**src/rtl/dmem_port_if.sv**
```systemverilog
// Requester-side bus of the data-memory arbiter: one instance per port.
// Handshake: hold req high with we/size/sgn/addr/wdata stable until ack pulses for
// one cycle; rdata and err are meaningful in that ack cycle, and rdata stays put until the next ack.
interface dmem_port_if #(
  parameter int AW = 13
);
  logic          req;
  logic          we;
  logic [1:0]    size;
  logic          sgn;
  logic [AW-1:0] addr;
  logic [31:0]   wdata;
  logic [31:0]   rdata;
  logic          ack;
  logic          err;

  modport master (output req, we, size, sgn, addr, wdata, input rdata, ack, err);
  modport slave  (input req, we, size, sgn, addr, wdata, output rdata, ack, err);
endinterface

```
**src/rtl/dmem_port_arbiter.sv**
```systemverilog
// Round-robin arbiter and access sequencer for two requesters sharing a 2048x32 data memory.
// Sub-word stores are done as a read-modify-write because the memory only writes full words.
module dmem_port_arbiter #(
  parameter int AW = 13,
  parameter int DW = 32
) (
  input  logic          clk,
  input  logic          rst_n,
  dmem_port_if.slave    p0,
  dmem_port_if.slave    p1,
  output logic          busy,
  output logic          mem_ena,
  output logic          mem_wena,
  output logic [AW-3:0] mem_addr,
  output logic [DW-1:0] mem_wdata,
  input  logic [DW-1:0] mem_rdata,
  output logic [2:0]    state_o
);

  localparam logic [2:0] IDLE   = 3'd0;
  localparam logic [2:0] ACCESS = 3'd1;
  localparam logic [2:0] RMW_RD = 3'd2;
  localparam logic [2:0] RMW_WR = 3'd3;
  localparam logic [2:0] ERR    = 3'd4;
  localparam logic [2:0] ACK    = 3'd5;

  logic [2:0]    state_q, state_d;
  logic          last_grant_q;
  logic          gnt_q;
  logic          we_q;
  logic [1:0]    size_q;
  logic          sgn_q;
  logic [AW-1:0] addr_q;
  logic [DW-1:0] wdata_q;
  logic [DW-1:0] old_word_q;
  logic [DW-1:0] rdata0_q, rdata1_q;

  logic          any_req;
  logic          win;
  logic          sel_we;
  logic [1:0]    sel_size;
  logic          sel_sgn;
  logic [AW-1:0] sel_addr;
  logic [DW-1:0] sel_wdata;
  logic          sel_bad;

  logic [4:0]    lane_sh;
  logic [DW-1:0] lane_data;
  logic [DW-1:0] load_val;
  logic [DW-1:0] lane_mask;
  logic [DW-1:0] lane_ins;
  logic [DW-1:0] merged;

  // Arbitration: on a tie the port that did not win last time goes first.
  always_comb begin
    any_req = p0.req | p1.req;
    if (p0.req && p1.req) begin
      win = ~last_grant_q;
    end else begin
      win = p1.req;
    end
    sel_we    = win ? p1.we    : p0.we;
    sel_size  = win ? p1.size  : p0.size;
    sel_sgn   = win ? p1.sgn   : p0.sgn;
    sel_addr  = win ? p1.addr  : p0.addr;
    sel_wdata = win ? p1.wdata : p0.wdata;
    sel_bad   = (sel_size == 2'b11) ||
                ((sel_size == 2'b01) && sel_addr[0]) ||
                ((sel_size == 2'b10) && (sel_addr[1:0] != 2'b00));
  end

  always_comb begin
    state_d = IDLE;
    case (state_q)
      IDLE: begin
        if (!any_req) begin
          state_d = IDLE;
        end else if (sel_bad) begin
          state_d = ERR;
        end else if (sel_we && (sel_size != 2'b10)) begin
          state_d = RMW_RD;
        end else begin
          state_d = ACCESS;
        end
      end
      ACCESS:  state_d = ACK;
      RMW_RD:  state_d = RMW_WR;
      RMW_WR:  state_d = ACK;
      ERR:     state_d = IDLE;
      ACK:     state_d = IDLE;
      default: state_d = IDLE;
    endcase
  end

  // Lane selection; requests are already aligned, so a half lane shift is 0 or 16.
  always_comb begin
    lane_sh   = {addr_q[1:0], 3'b000};
    lane_data = mem_rdata >> lane_sh;
    case (size_q)
      2'b00:   load_val = {{24{sgn_q & lane_data[7]}}, lane_data[7:0]};
      2'b01:   load_val = {{16{sgn_q & lane_data[15]}}, lane_data[15:0]};
      default: load_val = mem_rdata;
    endcase
    if (size_q == 2'b00) begin
      lane_mask = 32'h0000_00FF << lane_sh;
      lane_ins  = {24'd0, wdata_q[7:0]} << lane_sh;
    end else begin
      lane_mask = 32'h0000_FFFF << lane_sh;
      lane_ins  = {16'd0, wdata_q[15:0]} << lane_sh;
    end
    merged = (old_word_q & ~lane_mask) | (lane_ins & lane_mask);
  end

  always_ff @(posedge clk or negedge rst_n) begin
    if (!rst_n) begin
      state_q      <= IDLE;
      last_grant_q <= 1'b1;
      gnt_q        <= 1'b0;
      we_q         <= 1'b0;
      size_q       <= 2'b00;
      sgn_q        <= 1'b0;
      addr_q       <= '0;
      wdata_q      <= '0;
      old_word_q   <= '0;
      rdata0_q     <= '0;
      rdata1_q     <= '0;
    end else begin
      state_q <= state_d;
      if ((state_q == IDLE) && any_req) begin
        gnt_q        <= win;
        last_grant_q <= win;
        we_q         <= sel_we;
        size_q       <= sel_size;
        sgn_q        <= sel_sgn;
        addr_q       <= sel_addr;
        wdata_q      <= sel_wdata;
      end
      if (state_q == RMW_RD) begin
        old_word_q <= mem_rdata;
      end
      if ((state_q == ACCESS) && !we_q) begin
        if (gnt_q) begin
          rdata1_q <= load_val;
        end else begin
          rdata0_q <= load_val;
        end
      end
    end
  end

  // Memory strobes decode straight from state so an async reset drops them at once.
  always_comb begin
    mem_ena   = (state_q == ACCESS) || (state_q == RMW_RD) || (state_q == RMW_WR);
    mem_wena  = ((state_q == ACCESS) && we_q) || (state_q == RMW_WR);
    mem_addr  = mem_ena ? addr_q[AW-1:2] : '0;
    if ((state_q == ACCESS) && we_q) begin
      mem_wdata = wdata_q;
    end else if (state_q == RMW_WR) begin
      mem_wdata = merged;
    end else begin
      mem_wdata = '0;
    end
    busy     = (state_q != IDLE);
    state_o  = state_q;
    p0.ack   = ((state_q == ERR) || (state_q == ACK)) && !gnt_q;
    p1.ack   = ((state_q == ERR) || (state_q == ACK)) && gnt_q;
    p0.err   = (state_q == ERR) && !gnt_q;
    p1.err   = (state_q == ERR) && gnt_q;
    p0.rdata = rdata0_q;
    p1.rdata = rdata1_q;
  end

endmodule

```
**src/flat_wrapper.sv**
```systemverilog
// flat-port wrapper written by rule: the top's interface ports become plain ports
module dmem_port_arbiter_flat 
#(
  parameter int AW = 13,
  parameter int DW = 32
)
  (clk, rst_n, busy, mem_ena, mem_wena, mem_addr, mem_wdata, mem_rdata, state_o, p0_req, p0_we, p0_size, p0_sgn, p0_addr, p0_wdata, p0_rdata, p0_ack, p0_err, p1_req, p1_we, p1_size, p1_sgn, p1_addr, p1_wdata, p1_rdata, p1_ack, p1_err);
  dmem_port_if #(.AW(AW)) p0_i ();
  dmem_port_if #(.AW(AW)) p1_i ();
  input  logic clk;
  input  logic rst_n;
  output logic busy;
  output logic mem_ena;
  output logic mem_wena;
  output logic [AW-3:0] mem_addr;
  output logic [DW-1:0] mem_wdata;
  input  logic [DW-1:0] mem_rdata;
  output logic [2:0] state_o;
  input wire logic [$bits(p0_i.req)-1:0] p0_req;
  input wire logic [$bits(p0_i.we)-1:0] p0_we;
  input wire logic [$bits(p0_i.size)-1:0] p0_size;
  input wire logic [$bits(p0_i.sgn)-1:0] p0_sgn;
  input wire logic [$bits(p0_i.addr)-1:0] p0_addr;
  input wire logic [$bits(p0_i.wdata)-1:0] p0_wdata;
  output wire logic [$bits(p0_i.rdata)-1:0] p0_rdata;
  output wire logic [$bits(p0_i.ack)-1:0] p0_ack;
  output wire logic [$bits(p0_i.err)-1:0] p0_err;
  input wire logic [$bits(p1_i.req)-1:0] p1_req;
  input wire logic [$bits(p1_i.we)-1:0] p1_we;
  input wire logic [$bits(p1_i.size)-1:0] p1_size;
  input wire logic [$bits(p1_i.sgn)-1:0] p1_sgn;
  input wire logic [$bits(p1_i.addr)-1:0] p1_addr;
  input wire logic [$bits(p1_i.wdata)-1:0] p1_wdata;
  output wire logic [$bits(p1_i.rdata)-1:0] p1_rdata;
  output wire logic [$bits(p1_i.ack)-1:0] p1_ack;
  output wire logic [$bits(p1_i.err)-1:0] p1_err;
  assign p0_i.req = p0_req;
  assign p0_i.we = p0_we;
  assign p0_i.size = p0_size;
  assign p0_i.sgn = p0_sgn;
  assign p0_i.addr = p0_addr;
  assign p0_i.wdata = p0_wdata;
  assign p0_rdata = p0_i.rdata;
  assign p0_ack = p0_i.ack;
  assign p0_err = p0_i.err;
  assign p1_i.req = p1_req;
  assign p1_i.we = p1_we;
  assign p1_i.size = p1_size;
  assign p1_i.sgn = p1_sgn;
  assign p1_i.addr = p1_addr;
  assign p1_i.wdata = p1_wdata;
  assign p1_rdata = p1_i.rdata;
  assign p1_ack = p1_i.ack;
  assign p1_err = p1_i.err;
  dmem_port_arbiter #(.AW(AW), .DW(DW)) u_core (.clk(clk), .rst_n(rst_n), .p0(p0_i), .p1(p1_i), .busy(busy), .mem_ena(mem_ena), .mem_wena(mem_wena), .mem_addr(mem_addr), .mem_wdata(mem_wdata), .mem_rdata(mem_rdata), .state_o(state_o));
endmodule
```
**config.mk**
```make
export PLATFORM = sky130hd
export DESIGN_NAME = dmem_port_arbiter_flat
export DESIGN_NICKNAME = d
export VERILOG_FILES = /design/src/rtl/dmem_port_if.sv /design/src/rtl/dmem_port_arbiter.sv /design/src/flat_wrapper.sv
export SDC_FILE = /design/constraint.sdc
export NUM_CORES = 1
export LEC_CHECK = 0
export BUFFER_PORTS_ARGS = -buffer_cell sky130_fd_sc_hd__buf_2
export CAP_MARGIN = 40
export CORE_MARGIN = 2
export CORE_UTILIZATION = 56
export DETAILED_ROUTE_END_ITERATION = 6
export PLACE_DENSITY = 0.88
export SLEW_MARGIN = 20
export SYNTH_ARGS = -nofsm -noshare
export SYNTH_HDL_FRONTEND = slang
export SYNTH_SLANG_ARGS = --single-unit
```
**constraint.sdc**
```tcl
create_clock -name clk -period 4.1 [get_ports clk]
set_clock_uncertainty 0.1 [all_clocks]
set_input_delay 0.41 -clock clk [delete_from_list [all_inputs] [get_ports clk]]
set_output_delay 0.41 -clock clk [all_outputs]
set_load 0.02 [all_outputs]
```
After elaboration in Yosys (flattened, before gate mapping)
Index checks and enable logic that the tools add are counted.
- bits of input ports: 134
- register bits after elaboration: 150
- output and inout bits: 117
- reductions and logical operators: 26
- shift-type cells: 5
- muxes and demuxes: 16
- eq/ne operators: 10
- bitwise operators: 9
- operator list (operator ; count):
    $mux 32 ; 5
    $and 32x32->32 ; 2
    $pmux 32 s2 ; 1
    $not 32->32 ; 1
    $or 32x32->32 ; 1
    $shl 16x5->32 ; 1
    $shl 16x5->32 const A ; 1
    $shl 8x5->32 ; 1
    $shl 8x5->32 const A ; 1
    $shr 32x5->16 ; 1
    $mux 13 ; 1
    $logic_and 1x1->1 ; 11
    $mux 11 ; 1
    $pmux 3 s3 ; 1
    $eq 3x2->1 const B ; 2
    $eq 3x3->1 const B ; 2
    $logic_or 1x1->1 ; 6
    $mux 3 ; 2
    $eq 2x1->1 const B ; 2
    $eq 2x2->1 const B ; 2
    $mux 2 ; 2
    $reduce_and 2->1 ; 2
    $eq 3x1->1 const B ; 1
    $logic_not 3->1 ; 1
    10 further kinds ; 15

Logic depth before layout (Yosys ltp)
- word-level depth: 10
- depth in mapped cells: 8

Least setup slack after synthesis
Ideal clock, no wire load.
- path kind: register to output
- start point: register u_core.addr_q[0]
- end point: output mem_wdata[16]
- setup slack: 1.573 ns
- arrival time: 2.017 ns
- path buffers: 3
- data required time: 3.590 ns
- cell stages (with the launch flop): 7
- cells stage by stage: dfrtp_1 > buf_2 > buf_4 > nor2b_1 > clkbuf_1 > nor3_1 > o41ai_1
- cells in the longest elaborated chain, start to end: 7
- RTL lines (item ; line ; RTL):
    start: declaration ; dmem_port_arbiter.sv:33 ; logic [AW-1:0] addr_q;
    start signal: assignment ; dmem_port_arbiter.sv:135 ; addr_q <= sel_addr;
    $shl 16x5->32 / $shl 8x5->32 (equally long branches) ; dmem_port_arbiter.sv:108, dmem_port_arbiter.sv:105 ;
    $mux 32 ; dmem_port_arbiter.sv:104 ; if (size_q == 2'b00) begin
    $not 32->32 ; dmem_port_arbiter.sv:111 ; merged = (old_word_q & ~lane_mask) | (lane_ins & lane_mask);
    $and 32x32->32 ; dmem_port_arbiter.sv:111 ;
    $or 32x32->32 (*) ; dmem_port_arbiter.sv:111 ;
    $mux 32 (*) ; dmem_port_arbiter.sv:158 ; end else if (state_q == RMW_WR) begin
    $mux 32 (*) ; dmem_port_arbiter.sv:156 ; if ((state_q == ACCESS) && we_q) begin
    end: declaration ; flat_wrapper.sv:16 ; output logic [DW-1:0] mem_wdata;
Every way passes the cells marked *; elsewhere a longest branch is shown, timed or not.

Worst setup path in the final report
- start point: register u_core.addr_q[0]
- end point: output mem_wdata[12]
The elaborated chain is that of the path after synthesis.

==> impl_metrics.csv <==
group,metric,value,unit
die,fp-row-count,43,
cells_and_area,leading_cell_type_in_the_layout_fill_and_taps_excluded,"sky130_fd_sc_hd__buf_2",
placed_design,placed_cells_incl_taps,1177,
global_routing,grt_max_degree,83,
cells_and_area,top_library_cells_by_usage_in_the_layout_fill_and_taps_aside,"249 x sky130_fd_sc_hd__buf_2, 156 x sky130_fd_sc_hd__nand2_1, 147 x sky130_fd_sc_hd__dfrtp_1",
route,drt-total-wl,24.5,mm
synth,ys_dominant_reg_cell,"sky130_fd_sc_hd__dfrtp_1",
job,max_cap_violations,0,
sta,setup_violations,0,
placed_design,port_buffers,250,
sta,grt_setup_unrepaired,"no",
synth,postSynthRegisterBits,150,
synth,synth_area_leader_cell,"sky130_fd_sc_hd__dfrtp_1",
die,io_count,251,
min_path,hold_path.class,"in -> reg",
die,die-width,123,um
cells_and_area,stdcell_count,1212,
pwr,peakVddDrop,444,uV
cts,numCtsBuffers,17,
die,vertical_extent_of_the_die,123,um
synth,ys_seq_area_share,47.7,%
sta,tightest_slew,0.769,ns
global_routing,global_route.overflow_total,0,
cts,cts_max_path_bufs,2,
cts,cts-htree-levels,4,
sta,finalHoldViolCount,0,
synth,synth_compound_area_share,17.1,%
cts,clk_latency,0.43,ns
die,core,13800,um2
route,drcViolationCount,0,
sta,timing.hold.ws,0.149,ns
synth,synth-edff-count,0,
cells_and_area,drive_gt1_share,36.4,%
cells_and_area,area_growth,26.0,%
synth,post_synth_mux_area_share,17.9,%
placed_design,postPlaceCellArea,9270,um2
worst_setup_path,maximum_fanout_along_the_worst_path,31,
synth,post_synth_inst_count,796,
pwr,power.leakage,0.00480,uW
cts,cts_post_setup_buffers_inserted,0,
synth,yosys.area.top_type_share,47.4,%
route,drt_pre_antenna_iters,5,
route,via_cell_ratio,6.07,
cells_and_area,finish.net_count,1151,
global_routing,grt_pass1_vias,6855,
worst_setup_path,path_class,"reg -> out",
cts,clock_sinks,150,
cells_and_area,post-route-cell-area,9910,um2
worst_setup_path,crit_path_start_kind,"flip-flop",
pwr,power_density,830,nW/um2
synth,adder_and_majority_gate_portion_of_the_synthesized_area,0,%
sta,fmax,0.293,GHz
sta,timing.final.crit_period,3.41,ns
synth,synth.lib_cells_used.distinct,51,
global_routing,total_routing_usage_reported_by_global_routing,33.1,%
global_routing,grt_pass1_wl,37.1,mm
die,die-area,15000,um2
outcome,run_status,"completed",
synth,post_synth_and_or_nand_nor_area_fraction,13.3,%
synth,yosys.area_share.xor_xnor,0,%
sta,ratio_of_final_minimum_period_to_clock_period,83.2,%
placed_design,dpl.hpwl,17.5,mm
die,floorplan.initialDensity,57.1,%
sta,final.setup.tns,0,ns
synth,syn_avg_cell_area,9.88,um2
route,route.detailed.wl_per_inst,20.2,um
worst_setup_path,data_arrival_critical_path,2.90,ns
cts,clock_tree_from_tritoncts,"built",
synth,netlist_area,7860,um2
global_routing,grt_antenna_before_repair,3,
sta,max_slew_margin,48.5,%
cts,cts-resized-gates,0,
cts,cts_root_buffer,"sky130_fd_sc_hd__clkbuf_16",
placed_design,gp_congestion,0.993,
synth,yosysWarnings,0,
route,route.vias.total,7355,
synth,asyncSetResetFlopFracSynth,100,%
synth,post_synth_main_area_contributors,"sky130_fd_sc_hd__dfrtp_1 47%, sky130_fd_sc_hd__mux2i_1 9.2%, sky130_fd_sc_hd__mux2_2 8.2%",
synth,synth_nets,930,
route,first_iter_violations,830,
synth,combinational_family_with_the_most_area_after_synthesis,"multiplexers",
cts,clk_pin_slew_worst_paths,0.06,ns
sta,report.final.slew_viol_count,0,
route,drtAntennaViolNets,0,
worst_setup_path,cp_data_required_time,3.59,ns
worst_setup_path,end_kind,"output pin",
==> repair_timing <==
action                     4_1_cts  5_1_grt
hold buffers                     1        0
setup endpoints to repair        0        0
hold endpoints to repair        23        0
==> where the power goes <==
group	leakage, uW	internal (uW)	switching, uW
clock	0.000296	1040	606
combinational	0.00266	1460	2310
sequential	0.00184	2210	608
total	0.00480	4710	3520
==> worst paths after layout <==
check	from	end	slack, ns	cells after the start
max in group asynchronous	rst_n	u_core.last_grant_q$_DFFE_PN1P_	2.89	3
worst min-delay path	p0_req	u_core.last_grant_q$_DFFE_PN1P_	0.15	2
worst max register to register	u_core.state_o[2]$_DFF_PN0_	u_core.p1.rdata[25]$_DFFE_PN0P_	1.24	5
min in group asynchronous	rst_n	u_core.p0.rdata[26]$_DFFE_PN0P_	0.31	2
worst max-delay path	u_core.addr_q[0]$_DFFE_PN0P_	mem_wdata[12]	0.69	5
worst min register to register	u_core.addr_q[8]$_DFFE_PN0P_	u_core.addr_q[8]$_DFFE_PN0P_	0.37	2
==> synth_stat cells, types with 2 or more instances <==
cell type and instances:
sky130_fd_sc_hd__or4_1 2, sky130_fd_sc_hd__o211ai_1 32, sky130_fd_sc_hd__nand3_1 2, sky130_fd_sc_hd__or2_2 2, sky130_fd_sc_hd__and2_1 11, sky130_fd_sc_hd__nor2b_1 4
sky130_fd_sc_hd__nor2_1 36, sky130_fd_sc_hd__mux2_2 57, sky130_fd_sc_hd__inv_1 4, sky130_fd_sc_hd__a2bb2oi_1 7, sky130_fd_sc_hd__o221ai_1 3, sky130_fd_sc_hd__a21oi_1 10
sky130_fd_sc_hd__buf_4 2, sky130_fd_sc_hd__o221ai_2 6, sky130_fd_sc_hd__mux4_2 2, sky130_fd_sc_hd__a22oi_1 7, sky130_fd_sc_hd__a22o_1 8, sky130_fd_sc_hd__o22ai_1 7
sky130_fd_sc_hd__or3_1 2, sky130_fd_sc_hd__o21a_1 4, sky130_fd_sc_hd__nor3b_1 2, sky130_fd_sc_hd__buf_2 21, sky130_fd_sc_hd__mux2i_1 72, sky130_fd_sc_hd__buf_6 2
sky130_fd_sc_hd__a211oi_1 7, sky130_fd_sc_hd__nand2b_1 5, sky130_fd_sc_hd__o31ai_1 2, sky130_fd_sc_hd__o21ai_0 93, sky130_fd_sc_hd__o41ai_1 8, sky130_fd_sc_hd__clkbuf_1 40
sky130_fd_sc_hd__nor3_1 11, sky130_fd_sc_hd__nand3b_1 3, sky130_fd_sc_hd__dfrtp_1 149, sky130_fd_sc_hd__nand2_1 156
==> through the flow <==
step | worst slack [ns] | utilization, % | power (uW)
4_1_cts | 0.806 | 71.9 | 8170
3_3_place_gp | 1.36 | 66.9 | 6340
6_report | 0.687 | 71.9 | 8230
5_1_grt | 0.579 | 71.9 | 8680
2_1_floorplan | 1.57 | - | 5250
3_5_place_dp | 1.29 | 67.3 | 6490
==> critical path, stage by stage, from the launching register on <==
cell and delay [ns]:
sky130_fd_sc_hd__dfrtp_2 0.70, sky130_fd_sc_hd__clkinv_1 0.44, sky130_fd_sc_hd__a31oi_2 0.68, sky130_fd_sc_hd__mux2i_1 0.20, sky130_fd_sc_hd__o21ai_0 0.24, sky130_fd_sc_hd__buf_2 0.21
==> per-layer routing <==
metal | up-vias | track usage, % | share of wire [%]
met5 | - | 0 | 0.045
met3 | 75 | 8.55 | 10
met4 | 2 | 14.4 | 3.8
met2 | 506 | 51.8 | 47
met1 | 3481 | 43.6 | 39
li1 | 3291 | - | -
==> logic make-up (layout without fill, tap and decap cells) <==
kind of cell,after synthesis,in the layout
AOI/OAI and AO/OA,203,203
buffers and inverters,71,304
DFF,150,150
muxes,131,131
other,0,3
and+or+nand+nor,241,241
==> cell type report <==
cell class / instances / area, um2
repair buffers: 268 / 1450
inverters: 5 / 18.8
flip-flops and latches: 150 / 3760
clock inverters: 6 / 114
clock buffers: 25 / 505
multi-input cells: 575 / 3830
fillers: 975 / 3860
diodes: 3 / 7.51
well taps: 180 / 225
==> sequential cells by signal, indices dropped and copies added, names as in the netlist <==
signal,flops
u_core.we_q,1
u_core.wdata_q,32
u_core.state_o,3
u_core.last_grant_q,1
u_core.gnt_q,1
u_core.size_q,2
u_core.p1.rdata,32
u_core.p0.rdata,32
u_core.old_word_q,32
u_core.sgn_q,1
u_core.addr_q,13
No activity file was read; power rests on OpenSTA's default activity.
